## config.mk

```make
export PLATFORM = sky130hd
export DESIGN_NAME = slow_clk_gen
export DESIGN_NICKNAME = d
export VERILOG_FILES = /design/src/rtl/slow_clk_gen.sv
export SDC_FILE = /design/constraint.sdc
export NUM_CORES = 1
export LEC_CHECK = 0
export ABC_AREA = 1
export CAP_MARGIN = 20
export CORE_UTILIZATION = 35
export CTS_BUF_LIST = sky130_fd_sc_hd__clkbuf_4 sky130_fd_sc_hd__clkbuf_8
export DETAILED_ROUTE_END_ITERATION = 10
export PLACE_DENSITY = 0.57
export SYNTH_ARGS = -nofsm -noshare
export SYNTH_HDL_FRONTEND = slang
export SYNTH_SLANG_ARGS = --single-unit
```

## constraint.sdc

```tcl
create_clock -name CLK_50 -period 3.2 [get_ports CLK_50]
set_input_delay 0.64 -clock CLK_50 [delete_from_list [all_inputs] [get_ports CLK_50]]
set_output_delay 0.64 -clock CLK_50 [all_outputs]
set_load 0.01 [all_outputs]
```

## src/rtl/slow_clk_gen.sv

```systemverilog
// slow_clk_gen: programmable slow square wave with a rising-edge tick.
// Consumes a 3-bit frequency level (0..MAX_LVL, larger values clamp) and
// divides CLK_50 by 2*max(HALF0 >> level, 1). A new level is adopted only
// when slow_clk falls, so no runt pulses reach downstream logic.
// Optional macro SLOW_CLK_IMMEDIATE_EN: adopt a differing level on the very
// next edge and restart the period from its low phase.
module slow_clk_gen #(
  parameter int HALF0   = 25000000,
  parameter int CNT_W   = 32,
  parameter int MAX_LVL = 5
) (
  input  logic       CLK_50,
  input  logic       reset,
  input  logic [2:0] freq_num,
  output logic       slow_clk,
  output logic       tick,
  output logic [2:0] rate_cur,
  output logic       rate_load
);

  localparam logic [2:0]       MAX_L  = 3'(MAX_LVL);
  localparam logic [CNT_W-1:0] ONE_C  = CNT_W'(1);
  localparam logic [CNT_W-1:0] ZERO_C = CNT_W'(0);
  localparam logic [CNT_W-1:0] HALF_C = CNT_W'(HALF0);

  // Clamp a requested level to the highest legal level.
  function automatic logic [2:0] clamp_lvl(input logic [2:0] lvl);
    logic [2:0] res;
    if (lvl > MAX_L) begin
      res = MAX_L;
    end else begin
      res = lvl;
    end
    return res;
  endfunction

  // Half-period for a level: logical shift of HALF0, never below one cycle.
  function automatic logic [CNT_W-1:0] half_of(input logic [2:0] lvl);
    logic [CNT_W-1:0] h;
    h = HALF_C >> lvl;
    if (h == ZERO_C) begin
      h = ONE_C;
    end else begin
      h = h;
    end
    return h;
  endfunction

  logic [CNT_W-1:0] cnt_q, cnt_d;
  logic [CNT_W-1:0] half_cur_q, half_cur_d;
  logic [2:0]       rate_cur_q, rate_cur_d;
  logic             slow_clk_q, slow_clk_d;
  logic             tick_q, tick_d;
  logic             rate_load_q, rate_load_d;

  logic [2:0]       lvl_in_s;
  logic [CNT_W-1:0] half_in_s;
  logic             end_phase_s;

  // Clamped request and its half-period, used at reset and at loads.
  always_comb begin
    lvl_in_s  = clamp_lvl(freq_num);
    half_in_s = half_of(lvl_in_s);
  end

  // Next-state: period counting, toggling, tick and boundary rate load.
  always_comb begin
    cnt_d       = cnt_q;
    half_cur_d  = half_cur_q;
    rate_cur_d  = rate_cur_q;
    slow_clk_d  = slow_clk_q;
    tick_d      = 1'b0;
    rate_load_d = 1'b0;
    end_phase_s = (cnt_q == (half_cur_q - ONE_C));
`ifdef SLOW_CLK_IMMEDIATE_EN
    if (lvl_in_s != rate_cur_q) begin
      // Restart from the low phase at the new rate; high phase may be cut short.
      cnt_d       = ZERO_C;
      slow_clk_d  = 1'b0;
      rate_cur_d  = lvl_in_s;
      half_cur_d  = half_in_s;
      rate_load_d = 1'b1;
    end else if (end_phase_s) begin
      cnt_d      = ZERO_C;
      slow_clk_d = ~slow_clk_q;
      tick_d     = ~slow_clk_q;
    end else begin
      cnt_d = cnt_q + ONE_C;
    end
`else
    if (end_phase_s) begin
      cnt_d      = ZERO_C;
      slow_clk_d = ~slow_clk_q;
      tick_d     = ~slow_clk_q;
      if (slow_clk_q) begin
        // Falling edge is the period boundary: adopt the level seen now.
        rate_cur_d  = lvl_in_s;
        half_cur_d  = half_in_s;
        rate_load_d = (lvl_in_s != rate_cur_q);
      end else begin
        rate_load_d = 1'b0;
      end
    end else begin
      cnt_d = cnt_q + ONE_C;
    end
`endif
  end

  // State registers with synchronous active-high reset taking priority.
  always_ff @(posedge CLK_50) begin
    if (reset) begin
      cnt_q       <= ZERO_C;
      slow_clk_q  <= 1'b0;
      tick_q      <= 1'b0;
      rate_load_q <= 1'b0;
      rate_cur_q  <= lvl_in_s;
      half_cur_q  <= half_in_s;
    end else begin
      cnt_q       <= cnt_d;
      slow_clk_q  <= slow_clk_d;
      tick_q      <= tick_d;
      rate_load_q <= rate_load_d;
      rate_cur_q  <= rate_cur_d;
      half_cur_q  <= half_cur_d;
    end
  end

  assign slow_clk  = slow_clk_q;
  assign tick      = tick_q;
  assign rate_cur  = rate_cur_q;
  assign rate_load = rate_load_q;

endmodule

```

=== Word-level counts from Yosys, hierarchy flattened ===
Index checks and enable logic that the tools add are counted.

* Register bits: 70
* Output and inout port bits: 6
* Word-level logic and storage cells: 29

* Add/subtract/negate cells: 2
* Order comparisons: 1
* Eq/ne operators: 2
* Shifts and indexed selects: 1
* Multiplexer cells: 8
* Bitwise logic cells: 2
* Reduce and logical (&&, ||, !) cells: 7

{| class="wikitable"
|+ Operator list
! operator !! count
|-
| two-way mux 32 bit || 4
|-
| adder 32 x 1 -> 32 bit (second input constant) || 1
|-
| equality test 32 bit || 1
|-
| zero test 32 bit || 1
|-
| >> shifter 25 x 3 -> 32 bit (first input constant) || 1
|-
| subtractor 32 x 1 -> 32 bit (second input constant) || 1
|-
| two-way mux 3 bit || 4
|-
| nonzero test 2 bit || 2
|-
| OR reduction 2 bit || 2
|-
| > comparator 3 bit (second input constant) || 1
|-
| != test 3 bit || 1
|-
| OR reduction 3 bit || 1
|-
| inverter 1 bit || 2
|-
| AND reduction 2 bit || 1
|}

=== Longest topological paths before layout ===
* Depth after elaboration: 8
* Mapped depth: 16
* Depth with buffers taken out: 16

=== Worst setup path before layout ===
Ideal clock, no wire load.

* Path kind: reg2reg
* Start point: register half_cur_q[0]
* End point: register half_cur_q[0], enable pin
* Library setup time: 386 ps
* Arrival: 2392 ps
* Data required time: 2814 ps
* Slack: 422 ps
* Stages on the path, launching flop included: 16
* Buffers on the path: 1
* Period minus slack after synthesis: 2778 ps
* Path through: edfxtp_1 -> inv_1 -> ha_1 -> nand2_2 -> nor2_4 -> buf_6 -> nand2_2 -> nand2_2 -> nand2_2 -> nor2_1 -> nand2_1 -> nor2_1 -> nand3_1 -> nor2_1 -> nand3_1 -> nand2_1

* Word-level cells in the longest chain between the ends: 4

{| class="wikitable"
|+ RTL lines
! what !! line !! RTL
|-
| from (decl) || 50 || <nowiki>logic [CNT_W-1:0] half_cur_q, half_cur_d;</nowiki>
|-
| from (signal assigned) || 117 || <nowiki>half_cur_q <= half_in_s;</nowiki>
|-
| from (signal assigned) || 124 || <nowiki>half_cur_q <= half_cur_d;</nowiki>
|-
| subtractor 32 x 1 -> 32 bit || 74 || <nowiki>end_phase_s = (cnt_q == (half_cur_q - ONE_C));</nowiki>
|-
| equality test 32 bit || 74 ||
|-
| nonzero test 2 bit (no line) || - ||
|-
| AND reduction 2 bit (no line) || - ||
|}

Every way passes these cells.
A chain may end at the register's enable or synchronous reset.

=== Worst setup path after layout ===
* Start point: register half_cur_q[0]
* End point: register cnt_q[1]

* Word-level cells in the longest chain between the ends: 3

{| class="wikitable"
|+ RTL lines
! what !! line !! RTL
|-
| subtractor 32 x 1 -> 32 bit || 74 ||
|-
| equality test 32 bit || 74 ||
|-
| OR reduction 2 bit (no line) || - ||
|-
| to (signal assigned) || 119 || <nowiki>cnt_q <= cnt_d;</nowiki>
|-
| to (decl) || 49 || <nowiki>logic [CNT_W-1:0] cnt_q, cnt_d;</nowiki>
|}

Every way passes these cells.

==> metrics.md <==
| Metric | Value |
|---|---|
| HPWL after DPL | `8080 µm` |
| Critical path required time | `3.46 ns` |
| First-pass detailed-route iteration total | `5` |
| Die Width | `114 µm` |
| Max-cap viol count | `0` |
| CTS tree | `done` |
| Cell Area, Synth | `4350 µm²` |
| Leak | `1.89 nW` |
| Worst Path Arrival | `3.12 ns` |
| Mapped Nets | `613` |
| Seq cells post-synth | `63` |
| Core area | `12100 µm²` |
| RR Startpoint | `half_cur_q[0]` |
| DRC errors left | `0` |
| Mean Syn Cell Area | `7.19 µm²` |
| Worst setup SP type | `flip-flop` |
| Final Max Tran Viols | `0` |
| Area delta synth->final | `10.9%` |
| Final Cycle Share | `0.896` |
| Synth warnings | `0` |
| Clk_skew | `0.0103 ns` |
| RSZ-0062 raised after global routing | `false` |
| Final hold violations | `0` |
| Endpoints failing setup | `0` |
| Port Buffers | `10` |
| Die H | `114 µm` |
| Synth unique cells | `34` |
| Hold Path Origin | `cnt_q[0]` |
| Total Routed Length | `10100 µm` |
| FF-to-FF path depth | `14` |
| Status | `complete, no violations` |
| Clock Latency Late Sink | `0.37 ns` |
| Peak VDD IR | `0.000257 V` |
| Root Driver | `clkbuf_8` |
| Clock period minus worst slack | `2.87 ns` |
| Worst R2R Setup Slack | `0.33 ns` |
| Crit path max fanout | `25` |
| First-pass GRT wire length | `16900 µm` |
| Via count | `3576` |
| Starting Density | `0.361` |
| N_diodes | `0` |
| Crit end category | `flip-flop` |
| CTS Buf Count | `9` |
| Post-CTS sizing | `0` |
| Seq/Total Area, Yosys | `0.354` |
| Iteration-0 DRC Markers | `199` |
| Hold Path Class | `reg -> reg` |
| Most frequent cells in the layout | `nand2_1, nor2_1, inv_1` |
| Max Clk Rate | `0.349 GHz` |
| Worst Setup Path Type | `reg -> reg` |
| Number of post-CTS setup repair buffers | `0` |
| Hold bufs inserted after CTS | `0` |
| DIE AREA | `12900 µm²` |
| Pwr Density | `353 nW/µm²` |
| Hold Crit Depth | `1` |
| Worst Hold Path EP | `cnt_q[0]` |
| Site Rows | `40` |
| Share of cells above drive strength 1 | `0.161` |
| Reg2reg end | `cnt_q[1]` |
| CTS clk-pin slew, worst paths | `0.07 ns` |
| Vias per cell | `4.50` |
| Sink Count | `63` |
| DRT antenna net count | `0` |
| Clk buf depth | `2` |
| I/O pin total | `11` |
| Mapped Cells | `606` |
| Vias in the first global route | `3431` |
| Commonest non-fill, non-tap cell in the layout | `nand2_1` |
| Fin Setup TNS | `0 ns` |
| CTS H-tree depth | `3` |
| Post-Place Cells | `779` |
| Placer Congestion | `0.887` |
| Post-DR wirelength/cell | `12.7 µm` |
| Overall routing resource usage | `0.175` |
| Grt ovf | `0` |
| Largest net degree at the start of global routing | `30` |
| Final net count | `629` |
| Initial antenna violation count | `0` |
| Non-Filler Instances | `795` |
## cell usage after synthesis
| library cell | n | area share |
|---|---|---|
| nand3_2 | 2 | 0.0046 |
| nand2_4 | 2 | 0.0052 |
| nand3b_1 | 7 | 0.012 |
| nand4_1 | 11 | 0.016 |
| clkinv_1 | 2 | 0.0017 |
| o21bai_2 | 1 | 0.0026 |
| nand3_4 | 1 | 0.0040 |
| inv_1 | 90 | 0.078 |
| nor4_1 | 4 | 0.0057 |
| nor3_1 | 10 | 0.011 |
| ha_1 | 2 | 0.0057 |
| edfxtp_1 | 28 | 0.19 |
| dfxtp_1 | 35 | 0.16 |
| nor2_8 | 1 | 0.0046 |
| a21o_1 | 1 | 0.0017 |
| nand3_1 | 33 | 0.038 |
| clkbuf_1 | 3 | 0.0026 |
| xnor2_1 | 19 | 0.038 |
| buf_6 | 4 | 0.010 |
| o21ai_0 | 5 | 0.0057 |
| o21ai_2 | 1 | 0.0020 |
| o21ai_1 | 2 | 0.0023 |
| conb_1 | 1 | 0.00086 |
| nor3_2 | 3 | 0.0069 |
| or2_2 | 2 | 0.0029 |
| o21ai_4 | 1 | 0.0037 |
| nor2_2 | 45 | 0.065 |
| nor2_1 | 98 | 0.084 |
| a21oi_1 | 4 | 0.0046 |
| inv_2 | 3 | 0.0026 |
| nor2_4 | 7 | 0.018 |
| nand2_2 | 14 | 0.020 |
| nand2_1 | 126 | 0.11 |
| xor2_1 | 38 | 0.076 |
## how the worst max path moves through the flow
stage / start / end / slack [ns]
finish: half_cur_q[0] / cnt_q[1] / 0.33
global route: half_cur_q[0] / cnt_q[11] / 0.09
CTS: half_cur_q[0] / cnt_q[3] / 0.34
detailed placement: half_cur_q[0] / cnt_q[3] / 0.35
global placement: half_cur_q[0] / cnt_q[0] / 0.47
floorplan: half_cur_q[0] / half_cur_q[0] / 0.42
## cells by family after synthesis
| family | count (synthesis) | synth area share |
|---|---|---|
| simple gates | 366 | 0.407 |
| xor+xnor | 57 | 0.115 |
| other cells | 1 | 0.000861 |
| flops | 63 | 0.354 |
| compound gates | 15 | 0.0227 |
| fa+ha+maj | 2 | 0.00575 |
| buf+inv | 102 | 0.0948 |
## worst max-delay path: stages (launching register included)
cell      delay [ns]
edfxtp_1        0.41
inv_1           0.11
ha_1            0.23
nand2_2         0.12
nor2_4          0.31
nand2_2         0.14
nand2_1         0.08
nand2_1         0.07
a21oi_1         0.14
nand3_1         0.12
nor2_2          0.22
nand3_4         0.11
o21ai_4         0.36
buf_12          0.26
nor2_2          0.04
## power by group
group,internal [mW],switching [mW]
Combinational,0.0639,0.102
Clock,0.309,0.331
Sequential,0.868,0.0295
Total,1.24,0.462
## metal layers
| layer | track usage | routed length (µm) |
|---|---|---|
| met1 | 0.233 | 5120 |
| met2 | 0.265 | 4380 |
| met3 | 0.0478 | 427 |
| met4 | 0.0763 | 184 |
| met5 | 0 | 0 |
## registers in the layout, summed over array words and instances, names as in the netlist
name,flops
half_cur_q,25
cnt_q,32
tick,1
slow_clk,1
rate_load,1
rate_cur,3
## cell type report
type / instances / area (µm²)
Multi-Input combinational cell: 441 / 2400
Sequential cell: 63 / 1540
Inverter: 95 / 357
Clock buffer: 11 / 145
Clock inverter: 5 / 33.8
Fill cell: 1273 / 7230
Tap cell: 168 / 210
Timing Repair Buffer: 12 / 140
## per-stage QoR
step | utilization | hold slack (ns) | setup WS (ns) | power, mW | instance area (µm²)
6_report | 0.400 | 0.490 | 0.334 | 1.70 | 4830
3_3_place_gp | 0.385 | 0.474 | 0.467 | 1.08 | 4650
3_5_place_dp | 0.385 | 0.478 | 0.353 | 1.08 | 4650
2_1_floorplan | - | 0.450 | 0.422 | 1.04 | 4350
4_1_cts | 0.400 | 0.494 | 0.340 | 1.73 | 4830
5_1_grt | 0.400 | 0.528 | 0.0894 | 1.78 | 4830
(Power assumes the default switching activity.)
==> variant 1, RTL diff (same flow settings) <==
Change the parameter `CNT_W` from 32 to 48.
--- a/src/rtl/slow_clk_gen.sv
+++ b/src/rtl/slow_clk_gen.sv
@@ -6,7 +6,7 @@
 // next edge and restart the period from its low phase.
 module slow_clk_gen #(
   parameter int HALF0   = 25000000,
-  parameter int CNT_W   = 32,
+  parameter int CNT_W   = 48,
   parameter int MAX_LVL = 5
 ) (
   input  logic       CLK_50,
Check against the original RTL: same outputs for any inputs over 10 cycles, from zero or initial values and one cycle with reset high; that may be too few to reach the edited logic, so the function may still have changed.
==> variant 1 against the unedited design <==
- count of clock-buffer cells in the layout shrank 2
- clock skew grew 4.1 ps
- combinational power grew 13%
- cell area grew 31%
- core utilization shrank 0.36 points
- synthesized cell count grew 46%
- synthesized area grew 32%
- die area grew 31%
- sequential share of layout area shrank 2.5 points
- sequential cell count grew 16
- power grew 20%
- clock power grew 19%
- worst setup slack lost 59 ps
- wire length grew 74%
- critical endpoint is now rate_cur[2]$_DFFE_PP_
- largest cell class unchanged
==> variant 1: results (changes against the unedited design) <==
| Metric | Value |
|---|---|
| Outcome | `completed (unchanged)` |
| Final Non-Filler Cells | `1123 (was 795)` |
| Crit-path max FO | `29 (was 25)` |
| Vias | `5512 (was 3576)` |
| Ys Warns | `0 (unchanged)` |
| First-pass GRT wire length | `27900 um (was 16900 um)` |
| Synth cell count leaders | `256 x nand2_1, 128 x nor2_1, 123 x inv_1 (was 126 x nand2_1, 98 x nor2_1, 90 x inv_1)` |
| Maximum VDD drop | `0.000320 V (was 0.000257 V)` |
| Distinct cell type count of the synthesized netlist | `42 (was 34)` |
| Largest net degree at the start of global routing | `49 (was 30)` |
| Clock Latency Late Sink | `390 ps (was 370 ps)` |
| Placed Area | `6100 sq um (was 4650 sq um)` |
| Gr usage total | `0.223 (was 0.175)` |
| Vias in the first global route | `5107 (was 3431)` |
| Htree depth | `3 (unchanged)` |
| Placed cells | `1105 (was 779)` |
| Layout Nets | `909 (was 629)` |
| Reg clk slew, reported paths | `100 ps (was 70 ps)` |
| EDFF count, synth | `28 (unchanged)` |
| Initial antenna violation count | `0 (unchanged)` |
| Cell Rows | `46 (was 40)` |
| Synth top area cells | `dfxtp_1 18%, nand2_1 17%, edfxtp_1 15%, nor2_1 8.4%, inv_1 8.0% (was edfxtp_1 19%, dfxtp_1 16%, nand2_1 11%, nor2_1 8.4%, inv_1 7.8%)` |
| Pre-CTS setup slack | `164 ps (was 353 ps)` |
| FFs w/ async S/R, synth | `0 (unchanged)` |
| Leakage | `2.43 nW (was 1.89 nW)` |
| PortBufs | `10 (unchanged)` |
| Worst min path class | `reg -> reg (unchanged)` |
| Post-synthesis sequential area ratio | `0.324 (was 0.354)` |
| RD Place Congestion | `0.950 (was 0.887)` |
| Layout Skew | `14.4 ps (was 10.3 ps)` |
| Max FFs per register | `48 (was 32)` |
| Syn Nets | `891 (was 613)` |
| Arrival time worst endpoint | `3010 ps (was 3120 ps)` |
| CTS buffer count | `9 (unchanged)` |
| Initial drt markers | `546 (was 199)` |
| Syn Inst Count | `884 (was 606)` |
| Top reg by flops | `cnt_q (unchanged)` |
| Hold buffers post-CTS | `0 (unchanged)` |
| Share of layout cells above drive strength 1 | `0.0937 (was 0.161)` |
| Detail Placement HPWL | `14500 um (was 8080 um)` |
| DR WL/cell | `15.7 um (was 12.7 um)` |
variant 1: cell types whose count changed in the layout (fill, tap and decap cells not counted), moves of 15 or more:
| cell | before | now |
|---|---|---|
| nand2_1 | 126 | 256 |
| inv_1 | 90 | 123 |
| nor2_1 | 98 | 128 |
| nand3_1 | 33 | 59 |
| nand4_1 | 11 | 30 |
| dfxtp_1 | 35 | 51 |
| nor2_2 | 45 | 29 |
| nor3_1 | 10 | 25 |
variant 1: worst paths after layout:
check | slack, ps | to | cells past startpoint | from
min reg2reg | 490 | cnt_q[0]$_SDFF_PP0_ | 1 | cnt_q[0]$_SDFF_PP0_
max reg2reg | 280 | rate_cur[2]$_DFFE_PP_ | 14 | half_cur_q[0]$_SDFFCE_PN1P_
max | 280 | rate_cur[2]$_DFFE_PP_ | 14 | half_cur_q[0]$_SDFFCE_PN1P_
min | 490 | cnt_q[0]$_SDFF_PP0_ | 1 | cnt_q[0]$_SDFF_PP0_
variant 1: layer usage:
layer	global-route usage	vias up	share of wire
li1	-	2831	-
met1	0.291	2483	0.46
met2	0.363	171	0.46
met3	0.0492	27	0.059
met4	0.0780	0	0.025
met5	0	-	0
variant 1: layout make-up:
type	instances	area (sq um)
clock buffer	9	124
clock inverter	7	77.6
fill	1737	9620
inverter	125	469
multi-input combinational	667	3320
sequential	79	1860
tap	216	270
timing repair buffer	20	200
variant 1: kinds of logic (layout without fill, tap and decap cells):
group | Yosys count | in the layout | synth area share
xor gates and xnor gates | 52 | 52 | 0.0816
other | 1 | 1 | 0.000652
AOI/OAI and AO/OA | 36 | 36 | 0.0344
and+or+nand+nor | 576 | 576 | 0.455
adders and majority gates | 2 | 2 | 0.00435
DFF | 79 | 79 | 0.324
buffers and inverters | 138 | 161 | 0.100
variant 1: timing repair:
action	4_1_cts	5_1_grt
endpoints found under the setup margin	0	77
endpoints found under the hold margin	0	0
setup buffers	0	2
gates resized for setup	0	2
variant 1: power by group:
part	internal, mW	total (mW)	switching, mW
logic	0.0647	0.188	0.123
registers	1.07	1.10	0.0303
clock network	0.306	0.759	0.452
variant 1: critical path, stage by stage (launching register included):
cell and delay, ps:
edfxtp_1 430, inv_1 150, ha_2 290, nand2_2 100, nor2_1 140, nand3_2 160, nor2_2 240, xor2_2 220
nand3_1 120, nor2_1 120, nand3_1 120, nor2_1 110, nand3_1 100, nand2_1 120, buf_12 190
==> variant 2, RTL diff (same flow settings) <==
Without the edit above. Put one more register stage on the output `tick`. The value now appears one clock later. The other outputs are not delayed to match.
--- a/src/rtl/slow_clk_gen.sv
+++ b/src/rtl/slow_clk_gen.sv
@@ -126,7 +126,9 @@
   end
 
   assign slow_clk  = slow_clk_q;
-  assign tick      = tick_q;
+  always_ff @(posedge CLK_50) begin
+    tick <= tick_q;
+  end
   assign rate_cur  = rate_cur_q;
   assign rate_load = rate_load_q;
 
Behaviour: no difference found for any inputs over 10 cycles, from zero or initial values and one cycle with reset high; that may be too few to reach the edited logic, so the function may still have changed.
==> variant 2 against the unedited design <==
- cell area grew 0.78%
- hold slack worse by 140 ps
- wire length is 1.9% lower
- worst setup slack improved by 26 ps
- sequential cell count is 1 higher
- final cell count rose by 0.13%
- synthesized area rose by 0.46%
- power is 4.5% higher
- highest routed layer unchanged
==> variant 2: results (changes against the unedited design) <==
| Metric | Value |
|---|---|
| M3 GR Usage | `0.0414 (was 0.0478)` |
| Metal-1 WL | `4950 um (was 5120 um)` |
| Synth cell count leaders | `126 x nand2_1, 98 x nor2_1, 90 x inv_1 (unchanged)` |
| Leakage | `1.91 nW (was 1.89 nW)` |
| Detail Placement HPWL | `8100 um (was 8080 um)` |
| Met1 Track Usage GR | `0.236 (was 0.233)` |
| Met2 wire length | `4390 um (was 4380 um)` |
| Top_reg_cell synth | `dfxtp_1 (unchanged)` |
| Layout Nets | `630 (was 629)` |
| Syn Nets | `614 (was 613)` |
| Number of iterations in the first detailed-routing pass | `5 (unchanged)` |
| Vias | `3593 (was 3576)` |
| Bufs on Longest Clock Path | `2 (unchanged)` |
| Top reg by flops | `cnt_q (unchanged)` |
| Post-CTS setup buffers | `0 (unchanged)` |
| Met2 usage | `0.263 (was 0.265)` |
| Vias in the first global route | `3397 (was 3431)` |
| Max layer used | `met4 (unchanged)` |
| Post-synthesis sequential area ratio | `0.357 (was 0.354)` |
| First-pass GRT wire length | `16700 um (was 16900 um)` |
| Htree depth | `3 (unchanged)` |
| Initial antenna violation count | `0 (unchanged)` |
| Synth top area cells | `edfxtp_1 19%, dfxtp_1 16%, nand2_1 11%, nor2_1 8.4%, inv_1 7.7% (was edfxtp_1 19%, dfxtp_1 16%, nand2_1 11%, nor2_1 8.4%, inv_1 7.8%)` |
| RD Place Congestion | `0.886 (was 0.887)` |
| Layout Skew | `13.7 ps (was 10.3 ps)` |
| Gr usage total | `0.171 (was 0.175)` |
| Share of layout cells above drive strength 1 | `0.161 (about the same)` |
| Maximum VDD drop | `0.000266 V (was 0.000257 V)` |
| Total routed wirelength | `9920 um (was 10100 um)` |
| Initial drt markers | `181 (was 199)` |
| Reg clk slew, reported paths | `70 ps (about the same)` |
| Crit-path max FO | `26 (was 25)` |
| Arrival time worst endpoint | `3080 ps (was 3120 ps)` |
| DR WL met3 | `461 um (was 427 um)` |
| Outcome | `completed (unchanged)` |
| Distinct cell type count of the synthesized netlist | `34 (unchanged)` |
variant 2: stage by stage:
step / std cells / setup WS [ps] / instance area, sq um / hold WS (ps) / power (mW)
after floorplan: 607 / 422 / 4370 / 310 / 1.05
after global placement: 780 / 481 / 4670 / 322 / 1.09
after detailed placement: 780 / 366 / 4670 / 328 / 1.09
after CTS: 796 / 364 / 4860 / 352 / 1.80
after global routing: 796 / 136 / 4860 / 360 / 1.86
final: 796 / 360 / 4860 / 347 / 1.78
variant 2: worst paths after layout:
path	cells after the start	endpoint	start	slack [ps]
max	14	cnt_q[0]$_SDFF_PP0_	half_cur_q[0]$_SDFFCE_PN1P_	360
min	0	tick$_DFF_P_	tick_q$_SDFF_PP0_	350
max reg2reg	14	cnt_q[0]$_SDFF_PP0_	half_cur_q[0]$_SDFFCE_PN1P_	360
min reg2reg	0	tick$_DFF_P_	tick_q$_SDFF_PP0_	350
variant 2: area by class of cell:
class / count / area (sq um)
clock inverters: 5 / 57.6
clock buffers: 11 / 139
fillers: 1307 / 7250
inverters: 95 / 357
well taps: 168 / 210
multi-input cells: 441 / 2400
flip-flops and latches: 64 / 1560
repair buffers: 12 / 140
variant 2: cell families (layout without fill, tap and decap cells):
family                   count (synthesis)  in the layout  share of synthesized area
AND/OR/NAND/NOR                        366            366                      0.405
XOR/XNOR                                57             57                      0.114
AO/OA/AOI/OAI                           15             15                     0.0226
adder cells (fa/ha/maj)                  2              2                    0.00572
flip-flops                              64             64                      0.357
buffers and inverters                  102            123                     0.0944
other                                    1              1                   0.000857
variant 2: report_power, final:
group	total, mW	internal, mW	leakage [nW]	switching, mW
clock	0.703	0.375	0.0924	0.328
sequential	0.910	0.880	0.553	0.0292
combinational	0.167	0.0641	1.26	0.103
